[src/rtl/mem_port_arbiter.sv]
// Shares one memory port between instruction fetch and the load/store stage.
// A grant FSM issues registered requests and returns one-cycle completion pulses.
`timescale 1ns/1ps
module mem_port_arbiter #(
    parameter int MAX_DATA_STREAK = 4,
    parameter int ADDR_W          = 32
) (
    input  logic              clk,
    input  logic              rst_n,
    input  logic              if_req,
    input  logic [ADDR_W-1:0] if_addr,
    input  logic              flush,
    output logic [31:0]       if_rdata,
    output logic              if_valid,
    output logic              if_stall,
    input  logic              dm_req,
    input  logic              dm_we,
    input  logic [ADDR_W-1:0] dm_addr,
    input  logic [31:0]       dm_wdata,
    input  logic [3:0]        dm_wstrb,
    output logic [31:0]       dm_rdata,
    output logic              dm_valid,
    output logic              dm_stall,
    output logic              mem_req,
    output logic              mem_we,
    output logic [ADDR_W-1:0] mem_addr,
    output logic [31:0]       mem_wdata,
    output logic [3:0]        mem_wstrb,
    input  logic              mem_ready,
    input  logic [31:0]       mem_rdata
);
    typedef enum logic [1:0] {IDLE = 2'd0, FETCH = 2'd1, DATA = 2'd2} state_t;

    localparam logic [3:0] STREAK_MAX = 4'(MAX_DATA_STREAK);

    state_t     state;
    state_t     state_nxt;
    logic [3:0] streak;
    logic       kill;
    logic       arb;
    logic       if_elig;
    logic       dm_elig;
    logic       grant_if;
    logic       grant_dm;
    logic       fetch_done;
    logic       fetch_ok;
    logic       data_done;

    always_ff @(posedge clk or negedge rst_n) begin
        if (!rst_n) state <= IDLE;
        else        state <= state_nxt;
    end

    // A requester whose transaction is completing or whose valid pulse is
    // showing still holds req high for that request, so it is not a candidate.
    always_comb begin
        fetch_done = (state == FETCH) && mem_ready;
        data_done  = (state == DATA) && mem_ready;
        fetch_ok   = fetch_done && !kill && !flush;
        arb        = (state == IDLE) || fetch_done || data_done;
        if_elig    = if_req && !if_valid && (state != FETCH);
        dm_elig    = dm_req && !dm_valid && (state != DATA);
        grant_if   = 1'b0;
        grant_dm   = 1'b0;
        state_nxt  = state;
        if (arb) begin
            if (if_elig && dm_elig) begin
                if (streak == STREAK_MAX) grant_if = 1'b1;
                else                      grant_dm = 1'b1;
            end else begin
                grant_if = if_elig;
                grant_dm = dm_elig;
            end
            if (grant_if)      state_nxt = FETCH;
            else if (grant_dm) state_nxt = DATA;
            else               state_nxt = IDLE;
        end
    end

    always_ff @(posedge clk or negedge rst_n) begin
        if (!rst_n) begin
            streak <= '0;
            kill   <= 1'b0;
        end else begin
            if (grant_if || !if_req)
                streak <= '0;
            else if (grant_dm && streak != STREAK_MAX)
                streak <= streak + 4'd1;
            // A redirect orphans the outstanding fetch; memory still finishes it.
            if (state == FETCH) begin
                if (mem_ready)  kill <= 1'b0;
                else if (flush) kill <= 1'b1;
            end
        end
    end

    always_ff @(posedge clk or negedge rst_n) begin
        if (!rst_n) begin
            mem_req   <= 1'b0;
            mem_we    <= 1'b0;
            mem_addr  <= '0;
            mem_wdata <= '0;
            mem_wstrb <= '0;
        end else if (arb) begin
            mem_req <= grant_if || grant_dm;
            if (grant_if) begin
                mem_addr  <= if_addr;
                mem_we    <= 1'b0;
                mem_wdata <= '0;
                mem_wstrb <= '0;
            end else if (grant_dm) begin
                mem_addr  <= dm_addr;
                mem_we    <= dm_we;
                mem_wdata <= dm_we ? dm_wdata : '0;
                mem_wstrb <= dm_we ? dm_wstrb : 4'b0000;
            end else begin
                mem_we <= 1'b0;
            end
        end
    end

    always_ff @(posedge clk or negedge rst_n) begin
        if (!rst_n) begin
            if_valid <= 1'b0;
            dm_valid <= 1'b0;
            if_rdata <= '0;
            dm_rdata <= '0;
        end else begin
            if_valid <= fetch_ok;
            dm_valid <= data_done;
            if (fetch_ok)              if_rdata <= mem_rdata;
            if (data_done && !mem_we)  dm_rdata <= mem_rdata;
        end
    end

    assign if_stall = if_req && !if_valid;
    assign dm_stall = dm_req && !dm_valid;
endmodule

[config.mk]
export PLATFORM = sky130hd
export DESIGN_NAME = mem_port_arbiter
export DESIGN_NICKNAME = d
export VERILOG_FILES = /design/src/rtl/mem_port_arbiter.sv
export SDC_FILE = /design/constraint.sdc
export NUM_CORES = 1
export LEC_CHECK = 0
export BUFFER_PORTS_ARGS = -buffer_cell sky130_fd_sc_hd__buf_2
export CAP_MARGIN = 10
export CORE_MARGIN = 2
export CORE_UTILIZATION = 48
export DETAILED_ROUTE_END_ITERATION = 10
export PLACE_DENSITY = 0.81
export SLEW_MARGIN = 20
export SYNTH_ARGS = -nofsm -noshare
export SYNTH_HDL_FRONTEND = slang
export SYNTH_SLANG_ARGS = --single-unit
export TNS_END_PERCENT = 100
[constraint.sdc]
create_clock -name clk -period 2.5 [get_ports clk]
set_input_delay 0.125 -clock clk [delete_from_list [all_inputs] [get_ports clk]]
set_output_delay 0.125 -clock clk [all_outputs]
set_load 0.05 [all_outputs]
==> metrics.csv, run 1 <==
metric,value,unit
Worst-Margin Slew,617,ps
flop-to-flop setup slack,150,ps
register bit total from synthesis,143,
main area contributors after synthesis,"dfrtp_1 57%, mux2_2 16%, mux2_4 14%",
"Arr. time, crit path",2650,ps
worst min path class,input pin to flop,
Most used DFF post-synth,dfrtp_1,
Final ANT Viol Nets,0,
Syn Nets,560,
H-tree Lvls,4,
first-pass GRT wire length,27900,um
Pwr Total,14.4,mW
Finished Cell Area,0.00894,mm^2
Crit-path slowest cell,a2111o_2,
post-CTS setup buffers,0,
Post-CTS Resized,0,
final setup vio count,0,
worst path required time,2800,ps
hold path endpoint,mem_wdata[30],
setup tns final,0,ps
Hold Buf Count CTS,43,
initial DRC count,262,
TritonCTS clock tree,yes,
CTS sink count,143,
Worst-path clk slew,60,ps
initial antenna violation count,0,
DRC viols,0,
reg2reg start,streak[0],
Max Fclk,0.425,GHz
TritonCTS Buffers,17,
placed cells,850,
hold depth,4,
cells after synthesis,419,
"Seq/Total Area, Yosys",56.9,%
initial core utilization,49.4,%
post-synth cell types,31,
register area,0.00358,mm^2
vias in the first global route,5166,
crit-path cells,inv_1 > ha_1 > nand3b_1 > a2111o_2 > buf_12 > mux2_4 > mux2_4,
Placer Congestion,0.795,
Antenna Cells,0,
"Hold Vio Cnt, Final",0,
Layout area overhead,42.2,%
total track usage,25.6,%
Most common cell on crit path,mux2_4,
# nets final,881,
final worst path period share,94.2,%
largest area contributor in the netlist,dfrtp_1,
max cap viols,0,
row count,41,
Layout Skew,8.25,ps
HP Start,dm_wdata[30],
most instantiated library cell after synthesis,dfrtp_1,
Startpoint Class,flop,
max incr delay on CP,540,ps
per-cell routed wire length,19.0,um
Core Area,0.0127,mm^2
top post-synthesis cells by count,"143 x dfrtp_1, 92 x mux2_2, 60 x mux2_4",
# port buffers,276,
fill count,870,
CP endpoint kind,flop,
Mapped Area,0.00628,mm^2
via count,4744,
Vias/cell,5.13,
Period minus WS final,2350,ps
CP Max Fanout,61,
die footprint,0.0140,mm^2
number of synthesized flops with an enable pin,0,
VDD IR max,1380,uV
Ports,277,
asr flop ratio synth,100,%
Leak,4.71,nW
Total Wirelength,17600,um
largest net degree at the start of global routing,66,
Slew headroom,58.7,%
Die H,118,um
PwrDens,1610,mW/mm^2
status,"complete, no violations",
CP Class,flop to flop,
Setup WS pre-CTS,199,ps
clk root buf,clkbuf_16,
layout cells sized above 1,63.6,%
max-slew violation total from the final report,0,
PnR worst setup slack,146,ps
area occupied by multi-input gates,0.00255,mm^2
Reg2Reg Depth,7,
Area after DPL,0.00786,mm^2
drt first pass iters,5,
worst-skew pair later-pin latency,410,ps
top cell type's share of synthesized area,56.9,%
unrepaired setup endpoints after global routing,false,
total grt overflow,0,
Reg-to-Reg End,mem_addr[12],
fin cells,925,
Final HPWL DP,11700,um
syn_area_per_cell,15.0,um^2
Die W,118,um
Yosys Warn Count,0,
Clock Path Buffers,2,
final cells by class:
type / count / area share [%]
Clock buffer: 18 / 4.91
Clock inverter: 14 / 2.30
Inverter: 7 / 0.294
Multi-Input combinational cell: 243 / 28.5
Sequential cell: 143 / 40.0
Tap cell: 172 / 2.41
Timing Repair Buffer: 328 / 21.5
layout by cell type, fill, tap and decap left out, types with 3 or more instances in the layout:
cell	count
buf_2	275
dfrtp_1	143
mux2_2	92
mux2_4	60
dlygate4sd3_1	43
and3_1	26
clkbuf_16	17
nand2_1	11
a22o_1	8
inv_1	7
a21oi_1	6
buf_4	6
nor2_1	5
nand2b_1	4
nand3_1	4
bufinv_16	4
inv_6	4
clkinvlp_4	4
buf_12	3
how the worst max path moves through the flow:
stage | from | cells after the start | to
6_report | streak[0] | 7 | mem_addr[12]
3_5_place_dp | streak[0] | 7 | mem_addr[31]
2_1_floorplan | dm_valid | 6 | mem_addr[18]
3_3_place_gp | streak[0] | 7 | mem_addr[30]
5_1_grt | streak[0] | 7 | mem_addr[2]
4_1_cts | streak[0] | 7 | mem_addr[12]
sequential cells by signal (all words and copies together) (netlist names), 2 cells and up:
name,cells
if_rdata,32
mem_wstrb,4
streak,4
state,2
mem_wdata,32
dm_rdata,32
mem_addr,32
metal layers:
| metal | vias up | global-route usage (%) | wire (um) |
|---|---|---|---|
| met1 | 2360 | 29.8 | 6880 |
| met4 | 0 | 7.37 | 255 |
| li1 | 2124 | - | - |
| met3 | 19 | 9.12 | 1470 |
| met2 | 241 | 44.4 | 8990 |
| met5 | - | 0 | 0 |
power by group:
group / internal, mW / switching, mW
combinational: 2.40 / 5.21
sequential: 3.37 / 0.643
clock: 1.72 / 1.04
total: 7.49 / 6.89
through the flow:
stage                     utilization [%]  hold WS, ps
after floorplan                         -         -171
after global placement               61.8          147
after detailed placement             61.8          158
after CTS                            70.2         10.8
after global routing                 70.2         26.0
final                                70.2         29.8
cell families (layout without fill, tap and decap cells):
logic type	Yosys count	in the layout	synth area share, %
muxes	156	156	31.5
and+or+nand+nor	63	63	5.77
xor gates and xnor gates	1	1	0.139
adders and majority gates	2	2	0.398
DFF	143	143	56.9
buffers and inverters	33	367	2.83
AOI/OAI and AO/OA	21	21	2.41
worst max-delay path, delay by kind of cell, from the launching register on:
family	cells	cell delay (ps)
and+or+nand+nor	1	160
muxes	2	610
adders and majority gates	1	160
AOI/OAI and AO/OA	1	540
buffers and inverters	2	310
DFF	1	400
(Power assumes the default switching activity.)
==> inputs of run 2 (changes only) <==
--- a/config.mk
+++ b/config.mk
@@ -10,6 +10,7 @@
 export CORE_MARGIN = 2
 export CORE_UTILIZATION = 48
 export DETAILED_ROUTE_END_ITERATION = 10
+export GPL_TIMING_DRIVEN = 0
 export PLACE_DENSITY = 0.81
 export SLEW_MARGIN = 20
 export SYNTH_ARGS = -nofsm -noshare
==> run 2 against run 1 <==
Register-to-register slack better by 30 ps; cell count is 1.5% higher; combinational power is 0.8% higher; worst setup slack better by 26 ps; core utilization is 0.23 points lower; critical path depth is 1 higher; via count is 0.19% higher; die area stayed put; clock skew is 2.0 ps lower; clock power is 9.8% lower; routed wire length is 0.18% lower; critical path type unchanged.
==> metrics.csv, run 2 (synthesis gave the netlist of run 1 again) <==
metric,value,unit,change
status,"complete, no violations",,unchanged
CTS sink count,143,,unchanged
Ports,277,,unchanged
Layout Skew,6.26,ps,was 8.25 ps
initial DRC count,215,,was 262
Die W,118,um,unchanged
die footprint,0.0140,mm^2,unchanged
unrepaired setup endpoints after global routing,false,,unchanged
H-tree Lvls,4,,unchanged
# nets final,895,,was 881
clk root buf,clkbuf_16,,unchanged
most frequent cells in the layout,"280 x buf_2, 143 x dfrtp_1, 92 x mux2_2",,"was 275 x buf_2, 143 x dfrtp_1, 92 x mux2_2"
layout cells sized above 1,62.5,%,was 63.6%
# port buffers,274,,was 276
Final HPWL DP,12200,um,was 11700 um
"Arr. time, crit path",2620,ps,was 2650 ps
Slew headroom,52.6,%,was 58.7%
worst hold margin,40.5,ps,was 29.8 ps
first-pass GRT wire length,27800,um,was 27900 um
worst path required time,2790,ps,was 2800 ps
CP endpoint kind,flop,,unchanged
largest net degree at the start of global routing,84,,was 66
total track usage,25.3,%,was 25.6%
drt first pass iters,4,,was 5
max incr delay on CP,490,ps,was 540 ps
Period minus WS final,2330,ps,was 2350 ps
TritonCTS Buffers,17,,unchanged
critical path depth,8,,was 7
max cap viols,0,,unchanged
vias in the first global route,5216,,was 5166
CP Max Fanout,10,,was 61
hold depth,3,,was 4
via count,4753,,was 4744
TritonCTS clock tree,yes,,unchanged
DRC viols,0,,unchanged
crit-path cells,inv_1 > ha_1 > nand3b_1 > a2111o_1 > buf_6 > clkbuf_1 > and3_1 > mux2_2,,was inv_1 > ha_1 > nand3b_1 > a2111o_2 > buf_12 > mux2_4 > mux2_4
Worst-Margin Slew,700,ps,was 617 ps
Layout area overhead,41.8,%,was 42.2%
initial antenna violation count,0,,unchanged
worst-skew pair later-pin latency,410,ps,about the same
Core Area,0.0127,mm^2,unchanged
Reg2Reg Depth,8,,was 7
Crit-path slowest cell,a2111o_1,,was a2111o_2
Final ANT Viol Nets,0,,unchanged
worst min path class,input pin to flop,,unchanged
Total Wirelength,17600,um,about the same
Buf/Inv on CP,3,,was 2
cell family with most CP delay,compound AO/OA/AOI/OAI gates,,was multiplexers
Max Fclk,0.430,GHz,was 0.425 GHz
total grt overflow,0,,unchanged
Pwr Total,14.1,mW,was 14.4 mW
initial core utilization,49.4,%,unchanged
row count,41,,unchanged
"Hold Vio Cnt, Final",0,,unchanged
final setup vio count,0,,unchanged
max-slew violation total from the final report,0,,unchanged
setup tns final,0,ps,unchanged
CP Class,flop to flop,,unchanged
final worst path period share,93.1,%,was 94.2%
post-CTS setup buffers,0,,unchanged
PwrDens,1580,mW/mm^2,was 1610 mW/mm^2
Worst-path clk slew,60,ps,about the same
per-cell routed wire length,18.7,um,was 19.0 um
Vias/cell,5.06,,was 5.13
Die H,118,um,unchanged
Startpoint Class,flop,,unchanged
Placer Congestion,0.771,,was 0.795
Clock Path Buffers,2,,unchanged
Leak,4.73,nW,was 4.71 nW
VDD IR max,1040,uV,was 1380 uV
"commonest non-fill, non-tap cell in the layout",buf_2,,unchanged
## run 2: cell count changes in the layout (fill, tap and decap cells not counted), moves of 4 or more
cell,before,now
clkinv_2,0,6
clkbuf_1,0,12
buf_4,6,2
buf_2,275,280
buf_6,1,5
inv_6,4,0
## run 2: repair_timing
item / CTS / global route
endpoints found under the setup margin: 0 / 20
hold buffers: 41 / 0
hold endpoints to repair: 132 / 0
gates resized for setup: 0 / 1
## run 2: layout make-up
cell class | count | area (um^2)
repair buffers | 316 | 1820
plain buffers | 26 | 151
clock buffers | 20 | 467
diodes | 1 | 2.50
inverters | 7 | 26.3
multi-input cells | 243 | 2530
fillers | 875 | 3810
clock inverters | 11 | 115
well taps | 172 | 215
flip-flops and latches | 143 | 3580
## run 2: stage by stage
stage	utilization (%)	instances	setup WS, ps	instance area [um^2]
finish	70.0	939	172	8910
global route	70.0	938	71.3	8910
CTS	70.0	938	41.6	8900
detailed placement	62.2	866	63.6	7910
global placement	61.9	865	-519	7870
floorplan	-	419	113	6290
## run 2: worst paths after layout
| path | startpoint | to | slack [ps] |
|---|---|---|---|
| max in group asynchronous | rst_n | mem_addr[3] | 1470 |
| setup / recovery | streak[0] | mem_wstrb[1] | 170 |
| hold reg to reg | if_rdata[5] | if_rdata[5] | 500 |
| hold / removal | if_req | streak[2] | 40 |
| setup reg to reg | streak[0] | mem_wstrb[1] | 170 |
| min in group asynchronous | rst_n | if_rdata[23] | 260 |
## run 2: layer usage
layer | routed length (um) | share of wire, % | up-vias | GRT usage (%)
met3 | 1430 | 8.2 | 33 | 8.06
met5 | 0 | 0 | - | 0
li1 | - | - | 2151 | -
met2 | 8980 | 51 | 222 | 44.0
met4 | 312 | 1.8 | 0 | 9.82
met1 | 6830 | 39 | 2347 | 29.1
## run 2: worst register-to-register path, delay by kind of cell, from the launching register on
kind	cells	cell delay, ps
multiplexers	1	270
AO/OA/AOI/OAI	1	490
AND/OR/NAND/NOR	2	420
flip-flops	1	400
adder cells (fa/ha/maj)	1	160
buffers and inverters	3	480
## run 2: report_power, final
group | internal [mW] | switching, mW
logic | 2.41 | 5.26
clock network | 1.53 | 0.948
registers | 3.37 | 0.592
total | 7.32 | 6.80
